## config.mk

```make
export PLATFORM = sky130hd
export DESIGN_NAME = cpu64_l2_alloc_ctrl
export DESIGN_NICKNAME = d
export VERILOG_FILES = /design/src/rtl/cpu64_l2_alloc_ctrl.sv
export SDC_FILE = /design/constraint.sdc
export NUM_CORES = 1
export LEC_CHECK = 0
export CAP_MARGIN = 25
export CELL_PAD_IN_SITES_DETAIL_PLACEMENT = 1
export CELL_PAD_IN_SITES_GLOBAL_PLACEMENT = 1
export CORE_MARGIN = 2
export CORE_UTILIZATION = 25
export DETAILED_ROUTE_END_ITERATION = 8
export PLACE_DENSITY = 0.91
export SLEW_MARGIN = 5
export SYNTH_ARGS = -nofsm -noshare
export SYNTH_HDL_FRONTEND = slang
export SYNTH_SLANG_ARGS = --single-unit
export TNS_END_PERCENT = 10
```

## constraint.sdc

```tcl
create_clock -name clk_i -period 4.7 [get_ports clk_i]
set_input_delay 0.94 -clock clk_i [delete_from_list [all_inputs] [get_ports clk_i]]
set_output_delay 0.94 -clock clk_i [all_outputs]
set_load 0.005 [all_outputs]
```

## src/rtl/cpu64_l2_alloc_ctrl.sv

```systemverilog
// -----------------------------------------------------------------------------
// cpu64_l2_alloc_ctrl
//
// Sequences L2 way allocation for the miss handlers. One allocation is in
// flight at a time:
//   IDLE   : round-robin pick among requesters, grant pulse, tag read strobe
//   LOOKUP : tag state arrives, feed valid mask to PLRU, latch victim
//   EVICT  : dirty victim -> hold writeback request until acknowledged
//   RESP   : present allocated way; on consumer handshake pulse the PLRU
//            update and advance the round-robin pointer past the winner
//
// Ports
//   clk_i, rst_i            clock, synchronous active-high reset
//   req_valid_i/req_set_i   per-requester request and set (slice r*SET_W)
//   req_gnt_o               one-hot single-cycle grant
//   tag_rd_o/tag_set_o      tag array read strobe and set
//   tag_valid_i/tag_dirty_i per-way state, returned the cycle after tag_rd_o
//   plru_set_o/plru_valid_o PLRU set index and valid mask (mask only in LOOKUP)
//   plru_victim_i           combinational victim from the PLRU
//   plru_access_o/plru_way_o PLRU MRU update strobe and way
//   wb_req_o/wb_set_o/wb_way_o/wb_ack_i  writeback handshake for dirty victim
//   alloc_valid_o/alloc_id_o/alloc_way_o/alloc_evicted_o/alloc_ready_i
//                           allocation result handshake back to the MSHR
// -----------------------------------------------------------------------------
module cpu64_l2_alloc_ctrl #(
  parameter int NUM_REQ = 4,
  parameter int ID_W    = 2,
  parameter int SET_W   = 8,
  parameter int WAYS    = 16,
  parameter int WAY_W   = 4
) (
  input  logic                     clk_i,
  input  logic                     rst_i,
  input  logic [NUM_REQ-1:0]       req_valid_i,
  input  logic [NUM_REQ*SET_W-1:0] req_set_i,
  output logic [NUM_REQ-1:0]       req_gnt_o,
  output logic                     tag_rd_o,
  output logic [SET_W-1:0]         tag_set_o,
  input  logic [WAYS-1:0]          tag_valid_i,
  input  logic [WAYS-1:0]          tag_dirty_i,
  output logic [SET_W-1:0]         plru_set_o,
  output logic [WAYS-1:0]          plru_valid_o,
  input  logic [WAY_W-1:0]         plru_victim_i,
  output logic                     plru_access_o,
  output logic [WAY_W-1:0]         plru_way_o,
  output logic                     wb_req_o,
  output logic [SET_W-1:0]         wb_set_o,
  output logic [WAY_W-1:0]         wb_way_o,
  input  logic                     wb_ack_i,
  output logic                     alloc_valid_o,
  output logic [ID_W-1:0]          alloc_id_o,
  output logic [WAY_W-1:0]         alloc_way_o,
  output logic                     alloc_evicted_o,
  input  logic                     alloc_ready_i
);

  typedef enum logic [1:0] {
    ST_IDLE   = 2'd0,
    ST_LOOKUP = 2'd1,
    ST_EVICT  = 2'd2,
    ST_RESP   = 2'd3
  } state_t;

  state_t state;
  state_t state_nxt;

  logic [ID_W-1:0]  rr_ptr;
  logic [ID_W-1:0]  id_q;
  logic [SET_W-1:0] set_q;
  logic [WAY_W-1:0] victim_q;
  logic             evicted_q;

  logic [ID_W:0]    pick_res;
  logic             pick_vld;
  logic [ID_W-1:0]  pick_id;
  logic [SET_W-1:0] pick_set;
  logic             victim_valid;
  logic             victim_dirty;
  logic             wb_hs;
  logic             resp_hs;

  // Returns {found, index}: first asserted request at or after ptr, wrapping.
  // Scanning the offsets downwards lets the smallest offset win.
  function automatic logic [ID_W:0] rr_pick(input logic [NUM_REQ-1:0] req,
                                            input logic [ID_W-1:0]    ptr);
    logic [ID_W:0]   res;
    logic [ID_W-1:0] idx;
    res = '0;
    for (int i = NUM_REQ - 1; i >= 0; i--) begin
      idx = ID_W'((int'(ptr) + i) % NUM_REQ);
      if (req[idx]) begin
        res = {1'b1, idx};
      end
    end
    return res;
  endfunction

  // Pointer advance that wraps at NUM_REQ rather than at 2**ID_W.
  function automatic logic [ID_W-1:0] rr_advance(input logic [ID_W-1:0] id);
    if (int'(id) == NUM_REQ - 1) begin
      return '0;
    end
    return id + 1'b1;
  endfunction

  assign pick_res = rr_pick(req_valid_i, rr_ptr);
  // No grant may be issued in a cycle that reset is wiping out.
  assign pick_vld = pick_res[ID_W] & ~rst_i;
  assign pick_id  = pick_res[ID_W-1:0];

  always_comb begin
    pick_set = '0;
    for (int r = 0; r < NUM_REQ; r++) begin
      if (ID_W'(r) == pick_id) begin
        pick_set = req_set_i[r*SET_W +: SET_W];
      end
    end
  end

  // A line only needs writing back if it is both valid and dirty.
  assign victim_valid = tag_valid_i[plru_victim_i];
  assign victim_dirty = victim_valid & tag_dirty_i[plru_victim_i];

  assign wb_hs   = (state == ST_EVICT) & wb_ack_i;
  assign resp_hs = (state == ST_RESP) & alloc_ready_i;

  // State register
  always_ff @(posedge clk_i) begin
    if (rst_i) begin
      state <= ST_IDLE;
    end else begin
      state <= state_nxt;
    end
  end

  // Next-state logic
  always_comb begin
    state_nxt = state;
    case (state)
      ST_IDLE: begin
        if (pick_vld) begin
          state_nxt = ST_LOOKUP;
        end
      end
      ST_LOOKUP: begin
        state_nxt = victim_dirty ? ST_EVICT : ST_RESP;
      end
      ST_EVICT: begin
        if (wb_hs) begin
          state_nxt = ST_RESP;
        end
      end
      ST_RESP: begin
        if (resp_hs) begin
          state_nxt = ST_IDLE;
        end
      end
      default: state_nxt = ST_IDLE;
    endcase
  end

  // Latched transaction context and round-robin pointer
  always_ff @(posedge clk_i) begin
    if (rst_i) begin
      rr_ptr    <= '0;
      id_q      <= '0;
      set_q     <= '0;
      victim_q  <= '0;
      evicted_q <= 1'b0;
    end else begin
      if ((state == ST_IDLE) && pick_vld) begin
        id_q  <= pick_id;
        set_q <= pick_set;
      end
      if (state == ST_LOOKUP) begin
        victim_q  <= plru_victim_i;
        evicted_q <= victim_valid;
      end
      if (resp_hs) begin
        rr_ptr <= rr_advance(id_q);
      end
    end
  end

  // Output logic
  always_comb begin
    req_gnt_o       = '0;
    tag_rd_o        = 1'b0;
    tag_set_o       = set_q;
    plru_set_o      = set_q;
    plru_valid_o    = '0;
    plru_access_o   = 1'b0;
    plru_way_o      = victim_q;
    wb_req_o        = 1'b0;
    wb_set_o        = set_q;
    wb_way_o        = victim_q;
    alloc_valid_o   = 1'b0;
    alloc_id_o      = id_q;
    alloc_way_o     = victim_q;
    alloc_evicted_o = evicted_q;
    case (state)
      ST_IDLE: begin
        if (pick_vld) begin
          tag_rd_o = 1'b1;
          // The tag array samples the set alongside the strobe, before the
          // set register has captured it.
          tag_set_o = pick_set;
          for (int r = 0; r < NUM_REQ; r++) begin
            if (ID_W'(r) == pick_id) begin
              req_gnt_o[r] = 1'b1;
            end
          end
        end
      end
      ST_LOOKUP: begin
        plru_valid_o = tag_valid_i;
      end
      ST_EVICT: begin
        wb_req_o = 1'b1;
      end
      ST_RESP: begin
        alloc_valid_o = 1'b1;
        // Exactly one MRU update per allocation, on the handshake cycle.
        plru_access_o = alloc_ready_i;
      end
      default: ;
    endcase
  end

endmodule

```

==> reports/results.ini, run 1 <==
[run_status]
status=complete, no violations

[clock_tree]
cts_max_level=1
cts_made_buffers=3
postCtsSetupBuffers=0
clockBufferDepth=2
root_buffer=clkbuf_8
cts_tree=yes
clk_latency_ps=260
hold_buffers=0
cts.clk_slew.worst_paths_ps=70
cts.sinks=19
ctsResizeCount=0

[route]
dr.pass1.iters=4
drc_errors=0
drt-initial-drc-count=87
vias=2387
via_per_inst=5.23
detail_route.wl_per_cell_um=18.9
met2_length_mm=4.25
wl_met1_mm=3.43
top_layer=met4
wl_met3_um=772
routed_wl_mm=8.61
ant_nets=0

[pwr]
p_leak_nw=1.23
cellPowerDensity_mw_per_mm2=307
vdd_ir_drop_max_uv=109

[run]
cap_violations=0

[timing]
min_period_over_period_pct=95.6
setup_viol=0
hold_viol=0
fin_crit_ps=4490
grt_setup_unrepaired=false
setup_slack_ps=207
finClkSkew_ps=11.2
worstMarginPinSlew_ps=945
fin_setup_tns_ps=0
max-slew-margin-rel_pct=36.8
fmax_mhz=223
maxSlewViolCount=0

[critical_path]
path_max_fanout=9
required_ps=3760
crit_type=input pin to output pin
startpoint=req_valid_i[3]
arrival_ps=3550
reg2reg_from=state[0]$_SDFFE_PP0P_
cp-end-kind=output pin
startpoint_type=input pin

[placed_design]
place_congestion=0.867
port_buffers=138
dp_slack_ps=234
hpwl_mm=6.93

[global_routing]
overflow=0
grt_max_degree=25
grt_pass1_vias=2532
grt_antenna_before_repair=0
grt_pass1_wl_mm=13.4
grt_usage_pct=19.6

[logic_synthesis]
ys_top_cells_by_count=dfxtp_1 (19), and2_1 (17), buf_4 (17)
syn-cell-area_mm2=0.00191
yosys_warnings=0
yosys_register_bits=19
synth_ff_type=dfxtp_1
synth_area_leaders=dfxtp_1 (20%), mux2i_1 (8.4%), and4_1 (7.3%)
synth.distinct_cells=45
yosysMostFrequentCell=dfxtp_1
synth_area_leader_cell=dfxtp_1
ys_seq_area_share_pct=19.9
syn_inst=245
async_reset_ff_share_pct=0
synth_edf_count=0
syn_avg_cell_area_um2=7.81
synth_top_area_share_pct=19.9
syn_nets=326

[floorplan]
core_area_mm2=0.00733
die_width_um=91.5
io_pins=139
dieArea_mm2=0.00837
start_util_pct=26.1
num_rows=31
die_h_um=91.5

[layout]
area_growth_pct=72.1
layout-drive-gt1-share_pct=6.16
nFillCells=857
final_nets=439
n_antenna_cell=0

[hold_path]
holdCritPathClass=flip-flop to flip-flop
worstHoldStart=alloc_evicted_o$_SDFFE_PP0N_

-- cell usage in the layout (no fill, tap or decap), types with 2 or more instances in the layout --
cell type and n:
a21o_1 2, a21oi_1 7, a31oi_1 9, and2_1 17, and4_1 16, buf_4 5
clkbuf_8 3, clkdlybuf4s50_1 138, dfxtp_1 19, ha_1 5, inv_1 4, mux2_2 2
mux2i_1 16, nand2_1 14, nand2b_1 5, nand3_1 9, nor2_1 12, nor2b_1 5
nor3_1 9, o21a_1 2, o21ai_1 11, o21ai_2 8, o22ai_1 3, o31a_1 16
-- flip-flops by register name (all words and copies together), names as in the netlist --
signal and cells:
alloc_evicted_o 1, alloc_id_o 2, plru_set_o 8, alloc_way_o 4, rr_ptr 2, state 2
-- worst paths after layout --
kind | slack [ps] | cells past startpoint | endpoint
worst min register to register | 510 | 2 | alloc_evicted_o$_SDFFE_PP0N_
worst min-delay path | 510 | 2 | alloc_evicted_o$_SDFFE_PP0N_
worst max-delay path | 210 | 7 | tag_set_o[1]
worst max register to register | 2450 | 6 | plru_set_o[0]$_SDFFE_PP0P_
-- metrics by stage --
step	hold slack [ps]	instances	power (W)	util [%]	area, um2
after floorplan	490	245	0.000539	-	1910
after global placement	493	452	0.000874	44.3	3250
after detailed placement	503	452	0.000901	44.3	3250
after CTS	513	456	0.00102	44.9	3290
after global routing	535	456	0.00108	44.9	3290
final	505	456	0.00101	44.9	3290
-- routing by layer --
metal	vias to the layer above	GRT usage (%)
met3	12	4.40
met1	1140	23.1
met2	119	35.7
met5	-	0
li1	1116	-
met4	0	4.80
-- final cells by class --
| class | instances | area [um2] | share of cell area [%] |
|---|---|---|---|
| well taps | 99 | 124 | 3.76 |
| clock buffers | 4 | 45.0 | 1.37 |
| flip-flops and latches | 19 | 380 | 11.5 |
| repair buffers | 143 | 1420 | 43.1 |
| multi-input cells | 185 | 1300 | 39.6 |
| inverters | 6 | 22.5 | 0.684 |
-- power breakdown --
part | internal (W) | switching, W
Clock | 0.0000604 | 0.0000593
Combinational | 0.000383 | 0.000276
Sequential | 0.000197 | 0.0000353
-- logic make-up after synthesis --
logic type / share of synthesized area [%]
adders and majority gates: 3.27
DFF: 19.9
buffers and inverters: 12.0
muxes: 10.7
AOI/OAI and AO/OA: 25.4
and+or+nand+nor: 28.8
-- worst max-delay path, stage by stage --
cell             delay (ps)
clkdlybuf4s50_1         580
nor4_1                  110
or3b_1                  520
and3b_1                 620
o21ai_2                 140
nand3_1                 130
clkdlybuf4s50_1         510
Note: power is estimated with default switching activity, not from simulation.
==> run 2, diff against run 1 <==
--- a/config.mk
+++ b/config.mk
@@ -12,7 +12,6 @@
 export CORE_UTILIZATION = 25
 export DETAILED_ROUTE_END_ITERATION = 8
 export PLACE_DENSITY = 0.91
-export SLEW_MARGIN = 5
 export SYNTH_ARGS = -nofsm -noshare
 export SYNTH_HDL_FRONTEND = slang
 export SYNTH_SLANG_ARGS = --single-unit
==> results of run 2 <==
No change in the layout: final DEF, timing and power equal those of run 1.
